**src/rtl/fir_sample_source_if.sv**
```systemverilog
// Handshake bundle between the FIR sample source and its controller.
// master drives buffer writes and stream control; slave is the source itself.
interface fir_sample_source_if #(
  parameter int DATA_W = 8,
  parameter int DEPTH  = 8
);
  localparam int AW = $clog2(DEPTH);

  logic                     wr_en;
  logic [AW-1:0]            wr_addr;
  logic signed [DATA_W-1:0] wr_data;
  logic                     start;
  logic [4:0]               count;
  logic                     loop_en;
  logic                     ready;
  logic signed [DATA_W-1:0] data_out;
  logic                     sample_valid;
  logic                     busy;
  logic                     done;

  modport master (
    output wr_en,
    output wr_addr,
    output wr_data,
    output start,
    output count,
    output loop_en,
    output ready,
    input  data_out,
    input  sample_valid,
    input  busy,
    input  done
  );

  modport slave (
    input  wr_en,
    input  wr_addr,
    input  wr_data,
    input  start,
    input  count,
    input  loop_en,
    input  ready,
    output data_out,
    output sample_valid,
    output busy,
    output done
  );
endinterface

```
**src/rtl/fir_sample_source.sv**
```systemverilog
// Streams a programmable sample buffer into a FIR, optionally looping,
// then drains the filter with FLUSH_LEN zero samples.
module fir_sample_source #(
  parameter int DATA_W    = 8,
  parameter int DEPTH     = 8,
  parameter int FLUSH_LEN = 4
) (
  input logic                clk,
  input logic                reset,
  fir_sample_source_if.slave bus
);
  localparam int AW = $clog2(DEPTH);
  localparam int FW = (FLUSH_LEN > 1) ? $clog2(FLUSH_LEN) : 1;

  typedef enum logic [1:0] {
    IDLE  = 2'd0,
    RUN   = 2'd1,
    FLUSH = 2'd2
  } state_t;

  state_t                   r_state;
  logic signed [DATA_W-1:0] r_buf [DEPTH];
  logic [AW-1:0]            r_ptr;
  logic [4:0]               r_cnt;
  logic [FW-1:0]            r_fcnt;
  logic signed [DATA_W-1:0] r_data;
  logic                     r_valid;
  logic                     r_busy;
  logic                     r_done;

  logic          w_cnt_ok;
  logic          w_xfer;
  logic          w_last;
  logic          w_flast;
  logic [AW-1:0] w_next;

  assign w_cnt_ok = (bus.count != 5'd0) &&
                    (bus.count <= 5'(DEPTH));
  assign w_xfer   = r_valid && bus.ready;
  assign w_last   = (5'(r_ptr) == (r_cnt - 5'd1));
  assign w_flast  = (r_fcnt == FW'(FLUSH_LEN - 1));
  assign w_next   = r_ptr + AW'(1);

  // Buffer is deliberately left out of reset; reads above see old data.
  always_ff @(posedge clk) begin
    if (r_state == IDLE && bus.wr_en)
      r_buf[bus.wr_addr] <= bus.wr_data;
  end

  always_ff @(posedge clk or posedge reset) begin
    if (reset) begin
      r_state <= IDLE;
      r_ptr   <= '0;
      r_cnt   <= '0;
      r_fcnt  <= '0;
      r_data  <= '0;
      r_valid <= 1'b0;
      r_busy  <= 1'b0;
      r_done  <= 1'b0;
    end else begin
      r_done <= 1'b0;
      unique case (r_state)
        IDLE: begin
          if (bus.start && w_cnt_ok) begin
            r_cnt   <= bus.count;
            r_ptr   <= '0;
            r_data  <= r_buf[0];
            r_valid <= 1'b1;
            r_busy  <= 1'b1;
            r_state <= RUN;
          end
        end
        RUN: begin
          if (w_xfer) begin
            if (!w_last) begin
              r_ptr  <= w_next;
              r_data <= r_buf[w_next];
            end else if (bus.loop_en) begin
              r_ptr  <= '0;
              r_data <= r_buf[0];
            end else if (FLUSH_LEN == 0) begin
              r_ptr   <= '0;
              r_data  <= '0;
              r_valid <= 1'b0;
              r_busy  <= 1'b0;
              r_done  <= 1'b1;
              r_state <= IDLE;
            end else begin
              r_ptr   <= '0;
              r_fcnt  <= '0;
              r_data  <= '0;
              r_state <= FLUSH;
            end
          end
        end
        FLUSH: begin
          if (w_xfer) begin
            if (w_flast) begin
              r_valid <= 1'b0;
              r_busy  <= 1'b0;
              r_done  <= 1'b1;
              r_state <= IDLE;
            end else begin
              r_fcnt <= r_fcnt + FW'(1);
            end
          end
        end
        default: begin
          r_state <= IDLE;
          r_valid <= 1'b0;
          r_busy  <= 1'b0;
        end
      endcase
    end
  end

  assign bus.data_out     = r_data;
  assign bus.sample_valid = r_valid;
  assign bus.busy         = r_busy;
  assign bus.done         = r_done;
endmodule

```
**src/flat_wrapper.sv**
```systemverilog
// flat-port wrapper written by rule: the top's interface ports become plain ports
module fir_sample_source_flat 
#(
  parameter int DATA_W    = 8,
  parameter int DEPTH     = 8,
  parameter int FLUSH_LEN = 4
)
  (clk, reset, bus_wr_en, bus_wr_addr, bus_wr_data, bus_start, bus_count, bus_loop_en, bus_ready, bus_data_out, bus_sample_valid, bus_busy, bus_done);
  fir_sample_source_if #(.DATA_W(DATA_W), .DEPTH(DEPTH)) bus_i ();
  input logic clk;
  input logic reset;
  input wire logic [$bits(bus_i.wr_en)-1:0] bus_wr_en;
  input wire logic [$bits(bus_i.wr_addr)-1:0] bus_wr_addr;
  input wire logic [$bits(bus_i.wr_data)-1:0] bus_wr_data;
  input wire logic [$bits(bus_i.start)-1:0] bus_start;
  input wire logic [$bits(bus_i.count)-1:0] bus_count;
  input wire logic [$bits(bus_i.loop_en)-1:0] bus_loop_en;
  input wire logic [$bits(bus_i.ready)-1:0] bus_ready;
  output wire logic [$bits(bus_i.data_out)-1:0] bus_data_out;
  output wire logic [$bits(bus_i.sample_valid)-1:0] bus_sample_valid;
  output wire logic [$bits(bus_i.busy)-1:0] bus_busy;
  output wire logic [$bits(bus_i.done)-1:0] bus_done;
  assign bus_i.wr_en = bus_wr_en;
  assign bus_i.wr_addr = bus_wr_addr;
  assign bus_i.wr_data = bus_wr_data;
  assign bus_i.start = bus_start;
  assign bus_i.count = bus_count;
  assign bus_i.loop_en = bus_loop_en;
  assign bus_i.ready = bus_ready;
  assign bus_data_out = bus_i.data_out;
  assign bus_sample_valid = bus_i.sample_valid;
  assign bus_busy = bus_i.busy;
  assign bus_done = bus_i.done;
  fir_sample_source #(.DATA_W(DATA_W), .DEPTH(DEPTH), .FLUSH_LEN(FLUSH_LEN)) u_core (.clk(clk), .reset(reset), .bus(bus_i));
endmodule
```
**config.mk**
```make
export PLATFORM = sky130hd
export DESIGN_NAME = fir_sample_source_flat
export DESIGN_NICKNAME = d
export VERILOG_FILES = /design/src/rtl/fir_sample_source_if.sv /design/src/rtl/fir_sample_source.sv /design/src/flat_wrapper.sv
export SDC_FILE = /design/constraint.sdc
export NUM_CORES = 1
export LEC_CHECK = 0
export ABC_AREA = 1
export BUFFER_PORTS_ARGS = -buffer_cell sky130_fd_sc_hd__buf_2
export CORE_MARGIN = 4
export CORE_UTILIZATION = 55
export CTS_CLUSTER_SIZE = 14
export DETAILED_ROUTE_END_ITERATION = 16
export GPL_ROUTABILITY_DRIVEN = 0
export PLACE_DENSITY = 0.72
export SYNTH_ARGS = -nofsm -noshare
export SYNTH_HDL_FRONTEND = slang
export SYNTH_SLANG_ARGS = --single-unit
```
**constraint.sdc**
```tcl
create_clock -name clk -period 2.56 [get_ports clk]
set_input_delay 0.384 -clock clk [delete_from_list [all_inputs] [get_ports clk]]
set_output_delay 0.384 -clock clk [all_outputs]
set_load 0.03 [all_outputs]
```
# Yosys cells after proc, flatten, opt, wreduce, memory -nomap -nowiden
# Memory sizes are Yosys's and may differ from the RTL's.
# Cells that the tools add are included.
# totals
reg_bits	22
ram_bits	64
in_bits	22
mem_count	1
# mem_list
name	depth	word_bits	read_ports	rd_clocked_by_memory_dff	wr	line	text
u_core.r_buf	8	8	2	0	1	fir_sample_source.sv:22	logic signed [DATA_W-1:0] r_buf [DEPTH];
# classes
addsub	3
magnitude_cmp	1
n_eq_ne	11
mux	31
bitwise	1
n_reduce_logical	13
# ops
operator	count
8-bit two-way mux	4
2-bit two-way mux	11
8-bit case mux with 2 select lines	1
6-bit AND reduction	2
3-bit two-way mux	3
1-bit two-way mux	8
2-bit by 1-bit inequality test with 1-bit output, second input constant	4
2-bit inequality test, second input constant	3
2-bit case mux with 3 select lines	1
3-bit case mux with 2 select lines	1
3-bit by 5-bit == test with 1-bit output	1
5-bit by 4-bit less-or-equal comparator with 1-bit output, second input constant	1
5-bit nonzero test	1
5-bit by 1-bit subtractor with 5-bit output, second input constant	1
2-bit == test, second input constant	2
1-bit logical AND	4
2-bit case mux with 2 select lines	1
4-bit AND reduction	1
2-bit nonzero test	2
3-bit by 1-bit adder with 3-bit output, second input constant	1
1-bit case mux with 3 select lines	1
3-bit AND reduction	1
2-bit by 1-bit adder with 2-bit output, second input constant	1
2-bit by 1-bit == test with 1-bit output, second input constant	1
3 further kinds	3

# Longest topological paths before layout
# Gate-level depths: netlist (run 1).
# logic_depth
word_depth	5
mapped_depth	13

# Worst setup path before layout (run 1)
# Ideal clock, no wire load.
# synth_timing
kind	register -> register
start	register u_core.r_ptr[1]
end	register u_core.r_data[2], in the netlist u_core.bus.data_out[2]
setup_ns	0.124
arrival_time_ns	1.531
required_ns	2.436
path_slack_ns	0.904
path_stages_with_launch	13
n_path_buf	2
synth_period_minus_slack_ns	1.656
cell_sequence	dfrtp_1 -> ha_1 -> buf_4 -> clkinv_1 -> buf_4 -> nand3_1 -> nand2_1 -> nand2_1 -> nand2_1 -> inv_1 -> nand2_1 -> nand3_1 -> a21oi_2
# synth_between
elab_chain_cells	5
elab_cells_between_ends	6
classes_between	add/sub (1); eq/ne (1); mux (3); memory (1)
# synth_rtl
element	line	text
from (decl)	fir_sample_source.sv:23	logic [AW-1:0] r_ptr;
from (signal assigned)	fir_sample_source.sv:76	r_ptr <= w_next;
3-bit by 1-bit adder with 3-bit output	fir_sample_source.sv:42	assign w_next = r_ptr + AW'(1);
memory read 8 x 8 bit	n/a	
8-bit two-way mux (*)	fir_sample_source.sv:75	if (!w_last) begin
8-bit two-way mux (*)	fir_sample_source.sv:74	if (w_xfer) begin
8-bit case mux with 2 select lines (*)	fir_sample_source.sv:62	unique case (r_state)
to (signal assigned)	fir_sample_source.sv:67	r_data <= r_buf[0];
to (signal assigned)	fir_sample_source.sv:77	r_data <= r_buf[w_next];
to (signal assigned)	fir_sample_source.sv:80	r_data <= r_buf[0];
to (decl)	fir_sample_source.sv:26	logic signed [DATA_W-1:0] r_data;
# Every way passes the cells marked *; elsewhere a longest branch is shown, timed or not. The select of a mux whose other input is x is not followed.
# A chain may end at the register's enable or synchronous reset.

# Final worst setup path (run 1)
# layout_timing
start	register u_core.r_state[1]
end	memory u_core.r_buf[5][6] (enable)
# layout_between
elab_chain_cells	4
# layout_rtl
element	line	text
from (decl)	fir_sample_source.sv:21	state_t r_state;
from (signal assigned)	fir_sample_source.sv:52	r_state <= IDLE;
from (signal assigned)	fir_sample_source.sv:70	r_state <= RUN;
from (signal assigned)	fir_sample_source.sv:87	r_state <= IDLE;
2-bit zero test	fir_sample_source.sv:46	if (r_state == IDLE && bus.wr_en)
1-bit logical AND	fir_sample_source.sv:46	
1-bit two-way mux	fir_sample_source.sv:46	
1-bit two-way mux (implied by the code)	fir_sample_source.sv:47	r_buf[bus.wr_addr] <= bus.wr_data;
to (decl)	fir_sample_source.sv:22	
# No other way between the ends.

==> results of run 1 <==
## metrics by stage
stage | worst slack (ns) | total power [W]
6_report | 0.559 | 0.00485
5_1_grt | 0.413 | 0.00528
4_1_cts | 0.505 | 0.00486
3_5_place_dp | 0.496 | 0.00411
3_3_place_gp | 0.522 | 0.00407
2_1_floorplan | 0.904 | 0.00359
## flip-flops by register name, summed over array words and instances (netlist names)
register                 count
u_core.r_cnt                 5
u_core.r_state               2
u_core.bus.done              1
u_core.bus.data_out          8
u_core.r_ptr                 3
u_core.r_fcnt                2
u_core.bus.sample_valid      1
u_core.r_buf                64
## cell families after synthesis
family	synth area share (%)
DFF	58.2
AOI/OAI and AO/OA	3.89
adders and majority gates	0.883
xor gates and xnor gates	0.383
and+or+nand+nor	26.3
buffers and inverters	10.4
## cell usage in the layout (no fill, tap or decap), types with 5 or more instances in the layout
master    synthesis  routed
a21oi_1           5       5
a21oi_2           8       8
buf_2             8      32
buf_4             3       5
clkbuf_8          0       9
dfrtp_1          22      22
edfxtp_1         64      64
inv_1            92      92
nand2_1         162     162
nand3_1          53      53
nor2_1           32      32
o21ai_0          10      10
## where the power goes
part / internal [W] / switching [W] / total (W)
clock network: 0.000330 / 0.000436 / 0.000767
registers: 0.00169 / 0.000131 / 0.00182
logic: 0.000703 / 0.00156 / 0.00226
## worst max path at each step
stage | startpoint | cells past startpoint | slack [ns] | end
6_report | u_core.r_state[1]$_DFFE_PP0P_ | 3 | 0.56 | u_core.r_buf[5][6]$_DFFE_PP_
5_1_grt | u_core.r_state[1]$_DFFE_PP0P_ | 3 | 0.41 | u_core.r_buf[5][7]$_DFFE_PP_
4_1_cts | u_core.r_state[1]$_DFFE_PP0P_ | 3 | 0.50 | u_core.r_buf[5][7]$_DFFE_PP_
3_5_place_dp | bus_wr_en | 4 | 0.50 | u_core.r_buf[5][1]$_DFFE_PP_
3_3_place_gp | bus_wr_en | 4 | 0.52 | u_core.r_buf[0][4]$_DFFE_PP_
2_1_floorplan | u_core.r_ptr[1]$_DFFE_PP0P_ | 12 | 0.90 | u_core.bus.data_out[2]$_DFFE_PP0P_
## layout make-up
class,count,area (sq um)
Fill cell,661,2740
Timing Repair Buffer,37,198
Clock inverter,3,15.0
Multi-Input combinational cell,290,1340
Inverter,95,359
Clock buffer,10,128
Tap cell,99,124
Sequential cell,86,2470
## per-layer routing
layer,share of wire (%),up-vias
met5,0,-
met4,0.88,0
met3,5.8,7
met2,48,94
met1,46,1488
li1,-,1575
==> reports/results.ini, run 1 <==
[sta]
rsz0062_at_grt = false
period_share_pct = 78.2
slew_viol_final = 0
worst_pin_slew_ns = 0.864
setup_violations = 0
fmax_ghz = 0.500
setup_tns_ns = 0
hold_viol = 0
max_slew_margin_pct = 42.3
whs_ns = 0.204
min_period_ns = 2.00
skew_ns = 0.00435

[final_layout]
fin_util_pct = 62.9
final_area_sq_um = 4630
drive_gt1_share_pct = 13.2
nets = 544
antennaDiodeCount = 0
syn2layout_area_growth_pct = 9.01
fin_cells = 620

[cts]
cts_tree = built
cts.clk_slew.worst_paths_ns = 0.08
cts_setup_buffers = 0
cts-root-buf = clkbuf_8
cts_buffers = 9
cts_resized = 0
cts.hold.buffers_added = 0
clk_latency_ns = 0.34
clockBufferDepth = 2
cts_sinks = 86
htreeDepth = 3

[worst_setup_path]
slowest_stage = nor2_1
critical_path.top_delay_family = simple AND/OR/NAND/NOR gates
crit_path_end_kind = flip-flop
worstPathArrival_ns = 1.98
critPathMaxFanout = 8
required_ns = 2.54
ff2ff_setup_slack_ns = 0.56
max_stage_delay_ns = 0.61
cp.buffers_inverters = 0
r2r-start = u_core.r_state[1]$_DFFE_PP0P_
rr_worst_depth = 3
path_cells = nor3b_1 > nand2_1 > nor2_1
rr_endpoint = u_core.r_buf[5][6]$_DFFE_PP_
critical_path.startpoint_type = flip-flop
path_class = flip-flop to flip-flop

[synth]
synth_commonest_cells = 162 x nand2_1, 92 x inv_1, 64 x edfxtp_1
yosysTopAreaCellShare_pct = 45.2
ys_warn_count = 0
synth_top_area_cell = edfxtp_1
yosysMostFrequentCell = nand2_1
syn_area_sq_um = 4250
synthTopCellsByArea = edfxtp_1 45%, nand2_1 14%, dfrtp_1 13%, inv_1 8.1%, nand3_1 6.2%
synth_edf_count = 64
syn_inst = 485
syn_nets = 510
ys_ff_latch = 86
async_flop_share_pct = 25.6
ys.flop_type = edfxtp_1
netlist-cell-type-count = 31
synth_seq_area_share_pct = 58.2
syn_area_per_cell_sq_um = 8.76

[placed_design]
placement.io_buffers = 32
dp.cells = 607
dp_hpwl_um = 6780
placed_cell_area_sq_um = 4490

[route]
routed_wl_um = 9310
dr.first_iter.drc_count = 371
ant_nets = 0
drt-pass1-iter-count = 5
vias_per_cell = 5.10
post-route-drc-count = 0
via_count = 3164
wl_per_cell_um = 15.0

[floorplanning]
ioPinCount = 33
initial_core_util_pct = 57.7
die_h_um = 95.9
rows = 31
fp.coreArea_sq_um = 7370
fp.dieW_um = 95.9
dieArea_sq_um = 9200

[status]
status = finished clean

[min_path]
min_path_type = primary input to asynchronous set/reset pin

[power_and_ir_drop]
p_leak_nw = 2.27
power_density_nw_per_um2 = 1050
peakVddDrop_v = 0.000565

[grt]
grt_util_met1_pct = 31.7
grt_max_degree = 36
grt_pass1_wl_um = 15600
grt_pass1_vias = 3070
grt-busiest-layer = met2
use_met3_pct = 4.61
antenna_found_initial = 0
overflow = 0
grtUsageTotal_pct = 22.8
use_met2_pct = 37.3

[job]
max_cap_viol_count = 0

No activity file was read; power rests on OpenSTA's default activity.
==> inputs of run 2 (changes only) <==
==> constraint.sdc (replaced) <==
create_clock -name clk -period 1.9 [get_ports clk]
set_input_delay 0.285 -clock clk [delete_from_list [all_inputs] [get_ports clk]]
set_output_delay 0.285 -clock clk [all_outputs]
set_load 0.03 [all_outputs]
==> run 2 against run 1 <==
  * Register-to-register slack worse by 0.49 ns
  * Die area stayed put
  * Final cell count is 3.4% higher
  * Final area is 4.7% higher
  * Hold slack worse by 0.0031 ns
  * Maximum frequency is 9.3% higher
  * Via count is 0.66% higher
  * Non-clock buffer count is 18 higher
  * Combinational power is 47% higher
  * Largest power group unchanged
==> reports/results.ini, run 2 (same netlist as run 1, synthesis figures left out) <==
[route]
drt-pass1-iter-count = 4  ; was 5
ant_nets = 0  ; unchanged
via_count = 3185  ; was 3164
dr.first_iter.drc_count = 172  ; was 371
wl_per_cell_um = 13.6  ; was 15.0 um
post-route-drc-count = 0  ; unchanged
vias_per_cell = 4.97  ; was 5.10
routed_wl_um = 8730  ; was 9310 um

[worst_setup_path]
crit_path_end_kind = flip-flop  ; unchanged
path_class = flip-flop to flip-flop  ; unchanged
crit_top_cell = nand2_1
required_ns = 2.13  ; was 2.54 ns
max_stage_delay_ns = 0.37  ; was 0.61 ns
critPathMaxFanout = 8  ; unchanged
slowest_stage = dfrtp_1  ; was nor2_1
critical_path.startpoint_type = flip-flop  ; unchanged
worstPathArrival_ns = 2.06  ; was 1.98 ns
ff2ff_setup_slack_ns = 0.07  ; was 0.56 ns
path_cells = inv_2 > ha_1 > nand2_1 > inv_1 > nor2_1 > nand3_2 > nor2_8 > nand3b_2 > nand2_4 > nand2_1 > nand2_1 > nand2_1  ; was nor3b_1 > nand2_1 > nor2_1

[sta]
worst_pin_slew_ns = 0.316  ; was 0.864 ns
slew_viol_final = 0  ; unchanged
max_slew_margin_pct = 78.9  ; was 42.3%
hold_viol = 0  ; unchanged
fmax_ghz = 0.546  ; was 0.500 GHz
min_period_ns = 1.83  ; was 2.00 ns
setup_slack_ns = 0.0698  ; was 0.559 ns
setup_violations = 0  ; unchanged
period_share_pct = 96.3  ; was 78.2%
skew_ns = 0.00784  ; was 0.00435 ns

[cts]
htreeDepth = 3  ; unchanged
cts-root-buf = clkbuf_8  ; unchanged
cts.clk_slew.worst_paths_ns = 0.08  ; about the same
cts_sinks = 86  ; unchanged
clockBufferDepth = 2  ; unchanged
cts_tree = built  ; unchanged
clk_latency_ns = 0.34  ; about the same
cts_buffers = 9  ; unchanged

[final_layout]
nets = 562  ; was 544
syn2layout_area_growth_pct = 14.2  ; was 9.01%
antennaDiodeCount = 0  ; unchanged
fin_util_pct = 65.8  ; was 62.9%
largest_reg_flops = 64  ; unchanged
most-common-layout-cells = 162 x nand2_1, 91 x inv_1, 64 x edfxtp_1  ; was 162 x nand2_1, 92 x inv_1, 64 x edfxtp_1
final_area_sq_um = 4850  ; was 4630 sq um
regMostFlops = u_core.r_buf  ; unchanged
layout_commonest_cell = nand2_1  ; unchanged
drive_gt1_share_pct = 16.8  ; was 13.2%

[placed_design]
placed_cell_area_sq_um = 4630  ; was 4490 sq um
dp_hpwl_um = 6140  ; was 6780 um
place_ws_ns = 0.0680  ; was 0.496 ns
placement.io_buffers = 32  ; unchanged

[floorplanning]
ioPinCount = 33  ; unchanged
fp.coreArea_sq_um = 7370  ; unchanged
rows = 31  ; unchanged
dieArea_sq_um = 9200  ; unchanged
die_h_um = 95.9  ; unchanged
initial_core_util_pct = 57.7  ; unchanged
fp.dieW_um = 95.9  ; unchanged

[power_and_ir_drop]
power_w = 0.00697  ; was 0.00485 W
peakVddDrop_v = 0.000590  ; was 0.000565 V
power_density_nw_per_um2 = 1440  ; was 1050 nW/um^2
p_leak_nw = 2.40  ; was 2.27 nW

[grt]
grt_pass1_wl_um = 14400  ; was 15600 um
grtUsageTotal_pct = 20.8  ; was 22.8%
use_met3_pct = 3.28  ; was 4.61%
grt_max_degree = 35  ; was 36
grt_util_met1_pct = 27.3  ; was 31.7%
use_met2_pct = 35.1  ; was 37.3%
overflow = 0  ; unchanged
grt-busiest-layer = met2  ; unchanged
grt_pass1_vias = 3055  ; was 3070
antenna_found_initial = 0  ; unchanged

[min_path]
min_path_type = primary input to flip-flop  ; was primary input to asynchronous set/reset pin

[status]
status = finished clean  ; unchanged

[job]
max_cap_viol_count = 0  ; unchanged

[run 2: changes by cell type in the layout (fill, tap and decap cells not counted), sizes merged]
cell | previous run | this run
bufinv | 0 | 1
clkbuf | 10 | 11
clkinv | 3 | 5
dlygate4sd3 | 0 | 1
clkinvlp | 1 | 0
buf | 37 | 54
[run 2: cell type report]
type,instances,area (sq um)
timing repair buffer,55,373
clock inverter,5,50.0
inverter,95,359
multi-input combinational,290,1340
sequential,86,2470
fill,603,2520
clock buffer,11,131
tap,99,124
[run 2: stage by stage]
step,cells,hold slack [ns],TNS (ns)
6_report,641,0.201,0
5_1_grt,641,0.193,-0.00962
4_1_cts,638,0.188,0
3_5_place_dp,621,0.335,0
3_3_place_gp,621,0.331,0
2_1_floorplan,485,0.274,0
[run 2: timing repair]
item                                   CTS  global route
endpoints found under the hold margin   22             0
hold buffers                             1             0
gates resized for setup                  0             2
setup buffers                            0             3
setup endpoints to repair                0            15
[run 2: path summary, 6_finish.rpt]
kind,startpoint,endpoint,cells after the start
max reg2reg,u_core.r_cnt[0]$_DFFE_PP0P_,u_core.r_state[0]$_DFFE_PP0P_,12
max in group asynchronous,reset,u_core.bus.data_out[5]$_DFFE_PP0P_,4
min reg2reg,u_core.r_cnt[4]$_DFFE_PP0P_,u_core.r_cnt[4]$_DFFE_PP0P_,2
min in group asynchronous,reset,u_core.r_fcnt[1]$_DFFE_PP0P_,4
min,bus_count[1],u_core.r_cnt[1]$_DFFE_PP0P_,3
max,u_core.r_cnt[0]$_DFFE_PP0P_,u_core.r_state[0]$_DFFE_PP0P_,12
[run 2: critical path, delay by kind of cell (launching register included)]
family / cells / cell delay (ns)
buffers and inverters: 2 / 0.10
flip-flops: 1 / 0.37
adder cells (fa/ha/maj): 1 / 0.30
AND/OR/NAND/NOR: 9 / 0.93
[run 2: where the power goes]
group          switching (W)  leakage, nW  internal, W  total [W]
logic                0.00215         1.45      0.00118    0.00332
registers           0.000172        0.849      0.00227    0.00244
clock network       0.000603       0.0968     0.000600    0.00120
[run 2: metal layers]
| metal | vias to the layer above | part of all wire [%] |
|---|---|---|
| li1 | 1618 | - |
| met1 | 1465 | 43 |
| met2 | 89 | 50 |
| met3 | 13 | 4.7 |
| met4 | 0 | 1.9 |
| met5 | - | 0 |
==> inputs of run 3 (changes only) <==
--- a/config.mk
+++ b/config.mk
@@ -7,6 +7,7 @@
 export LEC_CHECK = 0
 export ABC_AREA = 1
 export BUFFER_PORTS_ARGS = -buffer_cell sky130_fd_sc_hd__buf_2
+export CORE_ASPECT_RATIO = 0.5
 export CORE_MARGIN = 4
 export CORE_UTILIZATION = 55
 export CTS_CLUSTER_SIZE = 14
==> run 3 against run 2 <==
  * Sequential power about the same
  * First-iteration DRC count increased by 68%
  * Clock power rose by 58%
  * Power up 10%
  * Register-to-register slack better by 0.05 ns
  * Maximum frequency is 3.0% higher
  * Via count decreased by 0.28%
  * Routed wire length grew 1.2%
  * Combinational power is essentially flat
  * Critical endpoint is now u_core.bus.data_out[7]$_DFFE_PP0P_
==> reports/results.ini, run 3 (same netlist as run 1, synthesis figures left out) <==
[status]
status = finished clean  ; unchanged

[final_layout]
syn2layout_area_growth_pct = 17.3  ; was 14.2%
most-common-layout-cells = 162 x nand2_1, 90 x inv_1, 64 x edfxtp_1  ; was 162 x nand2_1, 91 x inv_1, 64 x edfxtp_1
fillerInstances = 578  ; was 603
layout_commonest_cell = nand2_1  ; unchanged
largest_reg_flops = 64  ; unchanged
regMostFlops = u_core.r_buf  ; unchanged
antennaDiodeCount = 0  ; unchanged
fin_cells = 638  ; was 641
nets = 562  ; unchanged
multi_input_area_sq_um = 1340  ; unchanged
register_area_sq_um = 2470  ; unchanged
drive_gt1_share_pct = 17.5  ; was 16.8%

[placed_design]
placement.io_buffers = 32  ; unchanged
dp_hpwl_um = 5970  ; was 6140 um
dp.cells = 618  ; was 621

[cts]
cts.clk_slew.worst_paths_ns = 0.06  ; was 0.08 ns
cts_buffers = 9  ; unchanged
cts_sinks = 86  ; unchanged
clockBufferDepth = 2  ; unchanged
htreeDepth = 3  ; unchanged
cts_tree = built  ; unchanged
clk_latency_ns = 0.34  ; about the same
cts-root-buf = clkbuf_16  ; was clkbuf_8

[power_and_ir_drop]
peakVddDrop_v = 0.000664  ; was 0.000590 V
p_leak_nw = 2.45  ; was 2.40 nW
power_density_nw_per_um2 = 1540  ; was 1440 nW/um^2

[floorplanning]
fp.coreArea_sq_um = 7400  ; was 7370 sq um
rows = 22  ; was 31
fp.dieW_um = 132  ; was 95.9 um
initial_core_util_pct = 57.4  ; was 57.7%
dieArea_sq_um = 9280  ; was 9200 sq um
ioPinCount = 33  ; unchanged
die_h_um = 70.2  ; was 95.9 um

[route]
ant_nets = 0  ; unchanged
vias_per_cell = 4.98  ; was 4.97
routed_wl_um = 8830  ; was 8730 um
drt-pass1-iter-count = 5  ; was 4
wl_per_cell_um = 13.8  ; was 13.6 um
post-route-drc-count = 0  ; unchanged
dr.first_iter.drc_count = 289  ; was 172
via_count = 3176  ; was 3185

[grt]
grt_pass1_vias = 3034  ; was 3055
antenna_found_initial = 0  ; unchanged
grtUsageTotal_pct = 20.7  ; was 20.8%
grt_max_degree = 23  ; was 35
grt_pass1_wl_um = 14900  ; was 14400 um
overflow = 0  ; unchanged

[worst_setup_path]
crit_path_end_kind = flip-flop  ; unchanged
path_class = flip-flop to flip-flop  ; unchanged
r2r-start = u_core.r_ptr[1]$_DFFE_PP0P_  ; was u_core.r_cnt[0]$_DFFE_PP0P_
slowest_stage = dfrtp_1  ; unchanged
worstPathArrival_ns = 2.01  ; was 2.06 ns
crit_top_cell = nand2_1  ; unchanged
path_cells = ha_1 > clkinv_1 > buf_12 > nand3_1 > nand2_1 > nand2_1 > nand2_1 > inv_1 > nand2_1 > nand3_1 > a21oi_2  ; was inv_2 > ha_1 > nand2_1 > inv_1 > nor2_1 > nand3_2 > nor2_8 > nand3b_2 > nand2_4 > nand2_1 > nand2_1 > nand2_1
ff2ff_setup_slack_ns = 0.12  ; was 0.07 ns
critical_path.startpoint_type = flip-flop  ; unchanged
critPathMaxFanout = 17  ; was 8
rr_endpoint = u_core.bus.data_out[7]$_DFFE_PP0P_  ; was u_core.r_state[0]$_DFFE_PP0P_
rr_worst_depth = 11  ; was 12
required_ns = 2.13  ; about the same
max_stage_delay_ns = 0.42  ; was 0.37 ns

[sta]
fmax_ghz = 0.563  ; was 0.546 GHz
setup_violations = 0  ; unchanged
max_slew_margin_pct = 79.8  ; was 78.9%
slew_viol_final = 0  ; unchanged
hold_viol = 0  ; unchanged
period_share_pct = 93.5  ; was 96.3%
setup_tns_ns = 0  ; unchanged
worst_pin_slew_ns = 0.303  ; was 0.316 ns
rsz0062_at_grt = true
min_period_ns = 1.78  ; was 1.83 ns
skew_ns = 0.00376  ; was 0.00784 ns

[min_path]
holdPathEnd = u_core.r_cnt[1]$_DFFE_PP0P_  ; unchanged
hold_path.startpoint = bus_count[1]  ; unchanged
min_path_type = primary input to flip-flop  ; unchanged
holdPathStages = 3  ; unchanged

[job]
max_cap_viol_count = 0  ; unchanged

[run 3: how the worst max path moves through the flow]
stage	startpoint	to	cells past startpoint
5_1_grt	u_core.r_ptr[1]$_DFFE_PP0P_	u_core.bus.data_out[6]$_DFFE_PP0P_	11
6_report	u_core.r_ptr[1]$_DFFE_PP0P_	u_core.bus.data_out[7]$_DFFE_PP0P_	11
3_5_place_dp	u_core.r_cnt[0]$_DFFE_PP0P_	u_core.r_state[0]$_DFFE_PP0P_	12
3_3_place_gp	u_core.r_cnt[0]$_DFFE_PP0P_	u_core.bus.data_out[7]$_DFFE_PP0P_	11
2_1_floorplan	u_core.r_ptr[1]$_DFFE_PP0P_	u_core.bus.data_out[2]$_DFFE_PP0P_	12
4_1_cts	u_core.r_cnt[0]$_DFFE_PP0P_	u_core.bus.data_out[7]$_DFFE_PP0P_	11
[run 3: worst max-delay path: cells and delay by family, from the launching register on]
kind / cells / cell delay (ns)
flops: 1 / 0.42
fa+ha+maj: 1 / 0.39
simple gates: 6 / 0.42
compound gates: 1 / 0.06
buf+inv: 3 / 0.35
[run 3: power breakdown]
| group | total [W] | internal [W] | switching [W] |
|---|---|---|---|
| Combinational | 0.00334 | 0.00118 | 0.00216 |
| Clock | 0.00190 | 0.00116 | 0.000737 |
| Sequential | 0.00243 | 0.00227 | 0.000160 |
| Total | 0.00768 | 0.00462 | 0.00306 |
[run 3: final cells by class]
class | instances | area share (%)
clock buffers | 10 | 4.59
clock inverters | 6 | 1.91
inverters | 95 | 7.25
multi-input cells | 290 | 26.9
flip-flops and latches | 86 | 49.6
well taps | 96 | 2.41
repair buffers | 55 | 7.30
[run 3: routing by layer]
metal  track usage [%]  up-vias  share of wire, %
li1                  -     1621                 -
met1              29.1     1428                48
met5                 0        -                 0
met2              31.3      117                43
met4              5.76        0               1.2
met3              6.04       10               7.1
[run 3: timing repair]
action / in CTS / in global routing
hold buffers: 1 / 0
setup buffers: 0 / 3
resized for setup: 0 / 6
hold endpoints to repair: 22 / 0
setup endpoints to repair: 0 / 12
[run 3: metrics by stage]
stage | worst slack [ns] | hold slack (ns) | total power [W] | area [sq um] | utilization, %
finish | 0.123 | 0.208 | 0.00768 | 4980 | 67.3
global route | -0.00407 | 0.224 | 0.00825 | 4980 | 67.3
CTS | 0.112 | 0.206 | 0.00760 | 4950 | 66.9
detailed placement | 0.128 | 0.340 | 0.00568 | 4620 | 62.4
global placement | 0.185 | 0.338 | 0.00564 | 4620 | 62.4
floorplan | 0.244 | 0.274 | 0.00484 | 4250 | -
